## src/rtl/int_issue_pkg.sv

```systemverilog
// Shared field layout and ROB-age helper for the integer issue pipeline.
// Optional bypass build macro: INT_ISSUE_BYPASS_EN.
package int_issue_pkg;

  localparam int PREG_W         = 6;
  localparam int INSTR_ID_WIDTH = 4;
  localparam int ROBID_W        = INSTR_ID_WIDTH + 1;

  localparam int PRS1_MSB  = 116;
  localparam int PRS1_LSB  = 111;
  localparam int PRS2_MSB  = 110;
  localparam int PRS2_LSB  = 105;
  localparam int ROBID_MSB = INSTR_ID_WIDTH;
  localparam int ROBID_LSB = 0;

  typedef logic [ROBID_W-1:0] robid_t;
  typedef logic [PREG_W-1:0]  preg_t;

  // MSB is the ROB wrap bit: differing wrap bits invert the plain index compare.
  function automatic logic is_younger(input robid_t a, input robid_t f);
    return (a[ROBID_W-1] != f[ROBID_W-1]) ^
           (a[ROBID_W-2:0] > f[ROBID_W-2:0]);
  endfunction

endpackage

```

## src/rtl/int_issue_bypass.sv

```systemverilog
// Per-source operand select between register-file data and two writeback ports.
// With INT_ISSUE_BYPASS_EN undefined this reduces to a register-file passthrough.
module int_issue_bypass
  import int_issue_pkg::*;
#(
  parameter int XLEN = 64
) (
  input  logic              rd_valid,
  input  logic [PREG_W-1:0] prs,
  input  logic [XLEN-1:0]   rf_data,
  input  logic              wb0_valid,
  input  logic              wb0_need_to_wb,
  input  logic [PREG_W-1:0] wb0_prd,
  input  logic [XLEN-1:0]   wb0_data,
  input  logic              wb1_valid,
  input  logic              wb1_need_to_wb,
  input  logic [PREG_W-1:0] wb1_prd,
  input  logic [XLEN-1:0]   wb1_data,
  output logic [XLEN-1:0]   src
);

`ifdef INT_ISSUE_BYPASS_EN
  logic hit0, hit1;

  assign hit0 = rd_valid && wb0_valid && wb0_need_to_wb && (wb0_prd == prs);
  assign hit1 = rd_valid && wb1_valid && wb1_need_to_wb && (wb1_prd == prs);

  // Port 0 has priority when both ports write the same register.
  always_comb begin
    src = rf_data;
    if (hit1) src = wb1_data;
    if (hit0) src = wb0_data;
  end
`else
  logic unused_wb;

  assign src       = rf_data;
  assign unused_wb = ^{rd_valid, prs, wb0_valid, wb0_need_to_wb, wb0_prd, wb0_data,
                       wb1_valid, wb1_need_to_wb, wb1_prd, wb1_data};
`endif

endmodule

```

## src/rtl/int_issue_pipe.sv

```systemverilog
// Two-stage (RD/EX) integer issue pipe between issue queue and ALU, with flush kill.
// Optional same-cycle writeback bypass when INT_ISSUE_BYPASS_EN is defined.
module int_issue_pipe
  import int_issue_pkg::*;
#(
  parameter int DATA_WIDTH = 248,
  parameter int XLEN       = 64
) (
  input  logic                  clock,
  input  logic                  reset_n,

  input  logic [DATA_WIDTH-1:0] isq2iss_data,
  input  logic                  isq2iss_valid,
  output logic                  isq2iss_ready,

  output logic [PREG_W-1:0]     rf_rs1_addr,
  output logic [PREG_W-1:0]     rf_rs2_addr,
  input  logic [XLEN-1:0]       rf_rs1_data,
  input  logic [XLEN-1:0]       rf_rs2_data,

  input  logic                  writeback0_valid,
  input  logic                  writeback0_need_to_wb,
  input  logic [PREG_W-1:0]     writeback0_prd,
  input  logic [XLEN-1:0]       writeback0_data,
  input  logic                  writeback1_valid,
  input  logic                  writeback1_need_to_wb,
  input  logic [PREG_W-1:0]     writeback1_prd,
  input  logic [XLEN-1:0]       writeback1_data,

  input  logic                  flush_valid,
  input  logic [ROBID_W-1:0]    flush_robid,

  output logic                  iss2alu_valid,
  input  logic                  iss2alu_ready,
  output logic [DATA_WIDTH-1:0] iss2alu_data,
  output logic [XLEN-1:0]       iss2alu_src1,
  output logic [XLEN-1:0]       iss2alu_src2
);

  logic                  rd_valid;
  logic [DATA_WIDTH-1:0] rd_payload;
  logic                  ex_valid;
  logic [DATA_WIDTH-1:0] ex_payload;
  logic [XLEN-1:0]       ex_src1, ex_src2;

  logic                  ex_free, rd_adv, accept;
  logic                  rd_kill, ex_kill;
  logic [XLEN-1:0]       byp_src1, byp_src2;
  robid_t                rd_robid, ex_robid;

  assign rd_robid = rd_payload[ROBID_MSB:ROBID_LSB];
  assign ex_robid = ex_payload[ROBID_MSB:ROBID_LSB];

  assign rd_kill = flush_valid && rd_valid && is_younger(rd_robid, flush_robid);
  assign ex_kill = flush_valid && ex_valid && is_younger(ex_robid, flush_robid);

  assign ex_free       = !ex_valid || iss2alu_ready;
  assign rd_adv        = rd_valid && ex_free && !rd_kill;
  assign isq2iss_ready = !flush_valid && (!rd_valid || ex_free);
  assign accept        = isq2iss_valid && isq2iss_ready;

  assign rf_rs1_addr = rd_payload[PRS1_MSB:PRS1_LSB];
  assign rf_rs2_addr = rd_payload[PRS2_MSB:PRS2_LSB];

  int_issue_bypass #(.XLEN(XLEN)) u_byp_rs1 (
    .rd_valid       (rd_valid),
    .prs            (rf_rs1_addr),
    .rf_data        (rf_rs1_data),
    .wb0_valid      (writeback0_valid),
    .wb0_need_to_wb (writeback0_need_to_wb),
    .wb0_prd        (writeback0_prd),
    .wb0_data       (writeback0_data),
    .wb1_valid      (writeback1_valid),
    .wb1_need_to_wb (writeback1_need_to_wb),
    .wb1_prd        (writeback1_prd),
    .wb1_data       (writeback1_data),
    .src            (byp_src1)
  );

  int_issue_bypass #(.XLEN(XLEN)) u_byp_rs2 (
    .rd_valid       (rd_valid),
    .prs            (rf_rs2_addr),
    .rf_data        (rf_rs2_data),
    .wb0_valid      (writeback0_valid),
    .wb0_need_to_wb (writeback0_need_to_wb),
    .wb0_prd        (writeback0_prd),
    .wb0_data       (writeback0_data),
    .wb1_valid      (writeback1_valid),
    .wb1_need_to_wb (writeback1_need_to_wb),
    .wb1_prd        (writeback1_prd),
    .wb1_data       (writeback1_data),
    .src            (byp_src2)
  );

  // RD stage: accept and kill are exclusive since accept is blocked during flush.
  always_ff @(posedge clock or negedge reset_n) begin
    if (!reset_n) begin
      rd_valid   <= 1'b0;
      rd_payload <= '0;
    end else begin
      if (accept) begin
        rd_valid   <= 1'b1;
        rd_payload <= isq2iss_data;
      end else if (rd_kill || rd_adv) begin
        rd_valid   <= 1'b0;
      end
    end
  end

  // EX stage: a killed entry is simply dropped; it never handshakes with the ALU.
  always_ff @(posedge clock or negedge reset_n) begin
    if (!reset_n) begin
      ex_valid   <= 1'b0;
      ex_payload <= '0;
      ex_src1    <= '0;
      ex_src2    <= '0;
    end else begin
      if (rd_adv) begin
        ex_valid   <= 1'b1;
        ex_payload <= rd_payload;
        ex_src1    <= byp_src1;
        ex_src2    <= byp_src2;
      end else if (ex_kill || iss2alu_ready) begin
        ex_valid   <= 1'b0;
      end
    end
  end

  assign iss2alu_valid = ex_valid && !ex_kill;
  assign iss2alu_data  = ex_payload;
  assign iss2alu_src1  = ex_src1;
  assign iss2alu_src2  = ex_src2;

endmodule

```

## config.mk

```make
export PLATFORM = sky130hd
export DESIGN_NAME = int_issue_pipe
export DESIGN_NICKNAME = d
export VERILOG_FILES = /design/src/rtl/int_issue_pkg.sv /design/src/rtl/int_issue_bypass.sv /design/src/rtl/int_issue_pipe.sv
export SDC_FILE = /design/constraint.sdc
export NUM_CORES = 1
export LEC_CHECK = 0
export BUFFER_PORTS_ARGS = -buffer_cell sky130_fd_sc_hd__buf_2
export CORE_AREA = 4 4 353 355
export DETAILED_ROUTE_END_ITERATION = 8
export DIE_AREA = 0 0 357 359
export SETUP_SLACK_MARGIN = 0.15
export SYNTH_ARGS = -nofsm -noshare
export SYNTH_HDL_FRONTEND = slang
export SYNTH_SLANG_ARGS = --single-unit
```

## constraint.sdc

```tcl
create_clock -name clock -period 6 [get_ports clock]
set_input_delay 1.8 -clock clock [delete_from_list [all_inputs] [get_ports clock]]
set_output_delay 1.8 -clock clock [all_outputs]
set_load 0.02 [all_outputs]
```

==> results.py, run 1 <==
metrics = {
    "final_layout": {
        "regArea_mm2": 0.0157,
        "layout.cells.non_filler": 3868,
        "layout-drive-gt1-share_pct": 69.7,
        "finalCoreUtilization_pct": 27.3,
        "layout.nets": 2716,
        "finish.instance_area_mm2": 0.0331,
        "syn_to_final_growth_pct": 33.3,
        "multiInputGateArea_mm2": 0.00855,
        "number_of_filler_cells_placed_in_the_layout": 12500,
    },
    "yosys": {
        "combinational_family_with_the_most_area_after_synthesis": "multiplexers",
        "synth_compound_gate_area_share_pct": 0.332,
        "synth_mux_area_share_pct": 33.2,
        "yosys_warnings": 0,
        "synthCells": 1372,
        "synth_largest_type_area_fraction_pct": 63.0,
        "post_synth_xor_area_fraction_pct": 0.106,
        "ys_seq_elements": 626,
        "synth.top_cells.by_area": "sky130_fd_sc_hd__dfrtp_1 (63%), sky130_fd_sc_hd__mux2_4 (20%), sky130_fd_sc_hd__mux2_2 (13%)",
        "synth_fa_ha_area_share_pct": 0.403,
        "synth.cell_area_mm2": 0.0249,
        "synth_area_per_cell_um2": 18.1,
        "yosysSeqAreaShare_pct": 63.0,
        "netlist.top_cell.by_area": "sky130_fd_sc_hd__dfrtp_1",
        "yosys.area_share.simple_pct": 0.231,
        "syn_nets": 1910,
        "unique_masters_post_synth": 27,
    },
    "worst_setup_path": {
        "r2r_cells": 8,
        "worstPathMaxFanout": 2,
        "worst_setup_path_startpoint": "flush_robid[2]",
        "worst_ep_arrival_time_ps": 3260,
        "timing_worst_setup_path_type": "input pin to output pin",
        "r2r_setup_slack_ps": 2980,
        "r2r-start": "rd_payload[1]",
        "endpoint": "iss2alu_valid",
        "crit_path_end_kind": "output pin",
        "regToRegEndpoint": "iss2alu_src2[7]",
        "timing.critical_path.from_type": "input pin",
        "worstPathRequired_ps": 4200,
    },
    "timing": {
        "worst_pin_slew_ps": 842,
        "finalSetupViolations": 0,
        "layout_min_cycle_time_ps": 5060,
        "slew_headroom_pct": 43.8,
        "hold-worst-slack_ps": 483,
        "finalCritPeriodShare_pct": 84.4,
        "skew_ps": 23.1,
        "layout_setup_ws_ps": 935,
        "final_max_slew_viols": 0,
        "setup-tns-final_ps": 0,
        "achievable_clock_frequency_mhz": 197,
        "rsz_0062_raised_after_global_routing": "no",
        "finalHoldViolCount": 0,
    },
    "power_and_ir_drop": {
        "p_leak_nw": 15.7,
        "finalPower_mw": 17.1,
        "ir_drop_mv": 0.308,
        "cellPowerDensity_mw_per_mm2": 516,
    },
    "grt": {
        "pin_count_of_the_biggest_net_entering_global_routing": 122,
        "grt_use_total_pct": 9.76,
        "initial_antenna_violation_count": 17,
        "globalRouteOverflowTotal": 0,
        "grt_pass1_vias": 15600,
        "grt_first_pass_wirelength_mm": 96.7,
    },
    "worst_hold_path": {
        "min_path_type": "register to register",
    },
    "clock_tree": {
        "cts_sinks": 626,
        "holdBufCountCts": 0,
        "cts_post_setup_buffers_inserted": 0,
        "tritoncts_clock_tree": "yes",
        "clk_latency_ps": 650,
        "cts_inserted_buffers": 74,
        "cts_root_buffer": "sky130_fd_sc_hd__clkbuf_16",
        "clkSlewWorstSetupHoldPaths_ps": 60,
        "longest_clk_path_bufs": 3,
        "cts_htree_levels": 3,
        "cts-resized-gates": 0,
    },
    "outcome": {
        "run_status": "completed",
    },
    "routing": {
        "initialDrtViolationCount": 557,
        "drc_errors": 0,
        "detail-route-antenna-nets": 0,
        "drt-pass1-iter-count": 4,
        "avgRoutedWirePerCell_um": 16.6,
        "routed-via-count": 14400,
        "detail_route.vias_per_cell": 3.71,
        "routed_wirelength_mm": 64.2,
    },
    "placed_design": {
        "port-buffer-count": 775,
        "placedCellCount": 3727,
        "detailed_place.area_mm2": 0.0306,
        "dpl_worst_slack_ps": 872,
        "gp_congestion": 0.744,
        "hpwl_mm": 46.1,
    },
    "die": {
        "top_level_ports": 920,
        "die_area_mm2": 0.128,
        "fp-row-count": 128,
        "core-area_mm2": 0.121,
        "die_width_um": 357,
        "initial_core_util_pct": 20.5,
        "height_of_the_die_um": 359,
    },
    "job": {
        "maxCapViolations": 0,
    },
}
-- layout make-up --
cell class	count	area share, %
diodes	10	0.0755
clock buffers	104	6.56
clock inverters	27	1.14
inverters	6	0.0679
multi-input cells	659	25.8
flip-flops and latches	626	47.3
well taps	1625	6.13
repair buffers	811	13.0
-- worst min path at each step --
stage | startpoint | to | slack (ps) | depth (start not counted)
after CTS | rd_payload[125] | iss2alu_data[125] | 480 | 1
final | rd_payload[123] | iss2alu_data[123] | 480 | 1
after floorplan | rd_payload[247] | iss2alu_data[247] | 470 | 1
after detailed placement | rd_payload[6] | iss2alu_data[6] | 480 | 1
after global routing | rd_payload[125] | iss2alu_data[125] | 500 | 1
after global placement | rd_payload[122] | iss2alu_data[122] | 480 | 1
-- cell families after synthesis --
| family | Yosys count |
|---|---|
| AOI/OAI and AO/OA | 13 |
| xor gates and xnor gates | 3 |
| adders and majority gates | 8 |
| buffers and inverters | 87 |
| DFF | 626 |
| muxes | 625 |
| and+or+nand+nor | 10 |
-- metal layers --
layer | share of wire [%] | vias to the layer above | GRT usage, %
li1 | - | 6469 | -
met3 | 9.8 | 111 | 4.09
met2 | 49 | 501 | 16.5
met4 | 2.9 | 12 | 3.85
met5 | 0.11 | - | 0
met1 | 38 | 7269 | 10.8
-- cell usage in the layout, fill, tap and decap left out, types with 3 or more instances in the layout --
| master | instances |
|---|---|
| sky130_fd_sc_hd__a21oi_1 | 4 |
| sky130_fd_sc_hd__buf_12 | 11 |
| sky130_fd_sc_hd__buf_2 | 774 |
| sky130_fd_sc_hd__buf_4 | 25 |
| sky130_fd_sc_hd__bufinv_16 | 7 |
| sky130_fd_sc_hd__clkbuf_1 | 10 |
| sky130_fd_sc_hd__clkbuf_16 | 75 |
| sky130_fd_sc_hd__clkbuf_8 | 19 |
| sky130_fd_sc_hd__clkinv_2 | 8 |
| sky130_fd_sc_hd__clkinv_4 | 3 |
| sky130_fd_sc_hd__dfrtp_1 | 626 |
| sky130_fd_sc_hd__diode_2 | 10 |
| sky130_fd_sc_hd__ha_1 | 8 |
| sky130_fd_sc_hd__inv_1 | 6 |
| sky130_fd_sc_hd__inv_6 | 4 |
| sky130_fd_sc_hd__mux2_2 | 295 |
| sky130_fd_sc_hd__mux2_4 | 328 |
| sky130_fd_sc_hd__nor2b_1 | 3 |
-- sequential cells by signal, indices dropped and copies added (netlist names) --
register / count
iss2alu_src1: 64
rd_payload: 248
ex_valid: 1
iss2alu_data: 248
rd_valid: 1
iss2alu_src2: 64
-- synth_stat cells --
master and instances:
sky130_fd_sc_hd__nand3b_1 1, sky130_fd_sc_hd__nor2b_1 3, sky130_fd_sc_hd__o211ai_1 2, sky130_fd_sc_hd__buf_6 38
sky130_fd_sc_hd__ha_1 8, sky130_fd_sc_hd__o21ai_0 2, sky130_fd_sc_hd__a31oi_1 1, sky130_fd_sc_hd__mux2_2 295
sky130_fd_sc_hd__o21bai_1 1, sky130_fd_sc_hd__a31o_1 1, sky130_fd_sc_hd__clkbuf_1 20, sky130_fd_sc_hd__and4_1 1
sky130_fd_sc_hd__o21ai_1 1, sky130_fd_sc_hd__buf_1 4, sky130_fd_sc_hd__buf_2 7, sky130_fd_sc_hd__a21oi_1 4
sky130_fd_sc_hd__nand3_1 1, sky130_fd_sc_hd__nand4_1 1, sky130_fd_sc_hd__inv_1 6, sky130_fd_sc_hd__xnor2_1 2
sky130_fd_sc_hd__o211a_1 1, sky130_fd_sc_hd__mux2_4 328, sky130_fd_sc_hd__mux2i_1 2, sky130_fd_sc_hd__xor2_1 1
sky130_fd_sc_hd__dfrtp_1 626, sky130_fd_sc_hd__nand2_1 3, sky130_fd_sc_hd__buf_4 12
-- power breakdown --
part | switching [mW] | internal (mW)
Combinational | 3.06 | 2.80
Sequential | 0.842 | 5.73
Clock | 1.82 | 2.84
-- critical path: stages --
cell and delay, ps:
sky130_fd_sc_hd__buf_2 100, sky130_fd_sc_hd__inv_1 130, sky130_fd_sc_hd__ha_1 270, sky130_fd_sc_hd__and4_1 190, sky130_fd_sc_hd__a21oi_1 230, sky130_fd_sc_hd__mux2i_1 280
sky130_fd_sc_hd__nor2b_1 100, sky130_fd_sc_hd__buf_2 170
Power figures use the tool's default switching activity.
==> inputs of run 2 (changes only) <==
==> constraint.sdc (replaced) <==
create_clock -name clock -period 4.9 [get_ports clock]
set_input_delay 1.47 -clock clock [delete_from_list [all_inputs] [get_ports clock]]
set_output_delay 1.47 -clock clock [all_outputs]
set_load 0.02 [all_outputs]
==> results.py, run 2 (synthesis results as in run 1) <==
metrics = {
    "outcome": {
        "run_status": "completed",
    },
    "grt": {
        "grt_use_total_pct": 9.86,
        "pin_count_of_the_biggest_net_entering_global_routing": 94,
        "initial_antenna_violation_count": 17,
        "globalRouteOverflowTotal": 0,
        "grt_first_pass_wirelength_mm": 97.7,
        "grt_pass1_vias": 15700,
    },
    "final_layout": {
        "finalCoreUtilization_pct": 27.2,
        "layout_commonest_cell": "sky130_fd_sc_hd__buf_2",
        "regArea_mm2": 0.0157,
        "multiInputGateArea_mm2": 0.00855,
        "final_cell_mix": "sky130_fd_sc_hd__buf_2 (774), sky130_fd_sc_hd__dfrtp_1 (626), sky130_fd_sc_hd__mux2_4 (328)",
        "syn_to_final_growth_pct": 32.8,
        "layout.nets": 2724,
        "layout-drive-gt1-share_pct": 69.6,
        "number_of_filler_cells_placed_in_the_layout": 12600,
    },
    "routing": {
        "detail_route.vias_per_cell": 3.71,
        "routed_wirelength_mm": 64.5,
        "initialDrtViolationCount": 595,
        "avgRoutedWirePerCell_um": 16.6,
        "drc_errors": 0,
        "detail-route-antenna-nets": 0,
        "drt-pass1-iter-count": 4,
        "routed-via-count": 14400,
    },
    "die": {
        "die_width_um": 357,
        "initial_core_util_pct": 20.5,
        "die_area_mm2": 0.128,
        "fp-row-count": 128,
        "top_level_ports": 920,
        "height_of_the_die_um": 359,
        "core-area_mm2": 0.121,
    },
    "timing": {
        "worst_pin_slew_ps": 846,
        "layout_min_cycle_time_ps": 4420,
        "finalSetupViolations": 0,
        "skew_ps": 25.0,
        "rsz_0062_raised_after_global_routing": "no",
        "achievable_clock_frequency_mhz": 226,
        "slew_headroom_pct": 43.6,
        "setup-tns-final_ps": 0,
        "final_max_slew_viols": 0,
        "finalHoldViolCount": 0,
        "finalCritPeriodShare_pct": 90.2,
    },
    "power_and_ir_drop": {
        "cellPowerDensity_mw_per_mm2": 620,
        "ir_drop_mv": 0.400,
        "p_leak_nw": 15.6,
    },
    "clock_tree": {
        "cts_post_setup_buffers_inserted": 0,
        "tritoncts_clock_tree": "yes",
        "cts-resized-gates": 0,
        "cts_root_buffer": "sky130_fd_sc_hd__clkbuf_16",
        "longest_clk_path_bufs": 3,
        "cts_sinks": 626,
        "clk_latency_ps": 650,
        "cts_htree_levels": 3,
        "clkSlewWorstSetupHoldPaths_ps": 60,
        "holdBufCountCts": 0,
        "cts_inserted_buffers": 72,
    },
    "placed_design": {
        "port-buffer-count": 775,
        "gp_congestion": 0.755,
        "hpwl_mm": 46.6,
    },
    "worst_setup_path": {
        "worstPathRequired_ps": 3430,
        "timing_worst_setup_path_type": "input pin to output pin",
        "cpMaxStageDelayCell": "sky130_fd_sc_hd__mux2i_1",
        "worst_ep_arrival_time_ps": 2950,
        "critPathTopFamily": "compound AO/OA/AOI/OAI gates",
        "worstPathCellList": "buf_2, inv_1, ha_1, nor2b_1, o211ai_1, a21oi_1, mux2i_1, nor2b_1, buf_2",
        "timing.critical_path.from_type": "input pin",
        "critical_path_buf_inv_count": 3,
        "cpPeakStageDelay_ps": 290,
        "crit_path_end_kind": "output pin",
        "worstPathMaxFanout": 2,
    },
    "job": {
        "maxCapViolations": 0,
    },
    "worst_hold_path": {
        "min_path_type": "register to register",
    },
}
-- run 2: cell types whose count changed in the layout (fill, tap and decap cells not counted), moves of 4 or more --
cell / change
sky130_fd_sc_hd__clkinv_2: +8
sky130_fd_sc_hd__clkbuf_8: -4
sky130_fd_sc_hd__bufinv_16: -6
sky130_fd_sc_hd__clkbuf_1: +5
sky130_fd_sc_hd__buf_4: +7
-- run 2: final cells by class --
class | instances | share of cell area (%)
Sequential cell | 626 | 47.4
Multi-Input combinational cell | 659 | 25.9
Timing Repair Buffer | 821 | 13.4
Clock buffer | 103 | 6.33
Tap cell | 1625 | 6.16
Clock inverter | 26 | 0.682
Antenna cell | 12 | 0.0909
Inverter | 6 | 0.0682
-- run 2: path summary, 6_finish.rpt --
kind                                 startpoint           endpoint  slack, ps  depth (start not counted)
worst max-delay path             flush_robid[1]      iss2alu_valid        480                          9
worst min-delay path            rd_payload[124]  iss2alu_data[124]        480                          1
worst max register to register    rd_payload[1]   iss2alu_src1[51]       2150                          8
worst min register to register  rd_payload[124]  iss2alu_data[124]        480                          1
max in group asynchronous               reset_n  iss2alu_data[174]       2950                          2
min in group asynchronous               reset_n   iss2alu_src2[42]        890                          1
-- run 2: metal layers --
| metal | vias to the layer above | routed length [µm] | GRT usage, % |
|---|---|---|---|
| li1 | 6469 | - | - |
| met2 | 496 | 31700 | 16.5 |
| met1 | 7317 | 25300 | 11.2 |
| met3 | 100 | 5790 | 3.77 |
| met4 | 6 | 1730 | 4.08 |
| met5 | - | 41 | 0 |
-- run 2: power by group --
group          internal (mW)  total, mW  leakage, nW  switching (mW)
clock network           3.04       5.23         1.15            2.18
registers               7.01       8.07         7.38            1.06
logic                   3.44       7.18         7.11            3.74
total                   13.5       20.5         15.6            6.99
-- run 2: per-stage QoR --
stage	hold slack (ps)	setup slack [ps]	power, mW	std cells	cell area (µm²)
after global routing	506	306	21.6	3872	33000
after CTS	490	423	20.9	3866	33000
after detailed placement	486	422	15.4	3737	30700
after global placement	478	416	15.3	3737	30700
after floorplan	474	832	12.7	1372	24900
final	485	480	20.5	3878	33000
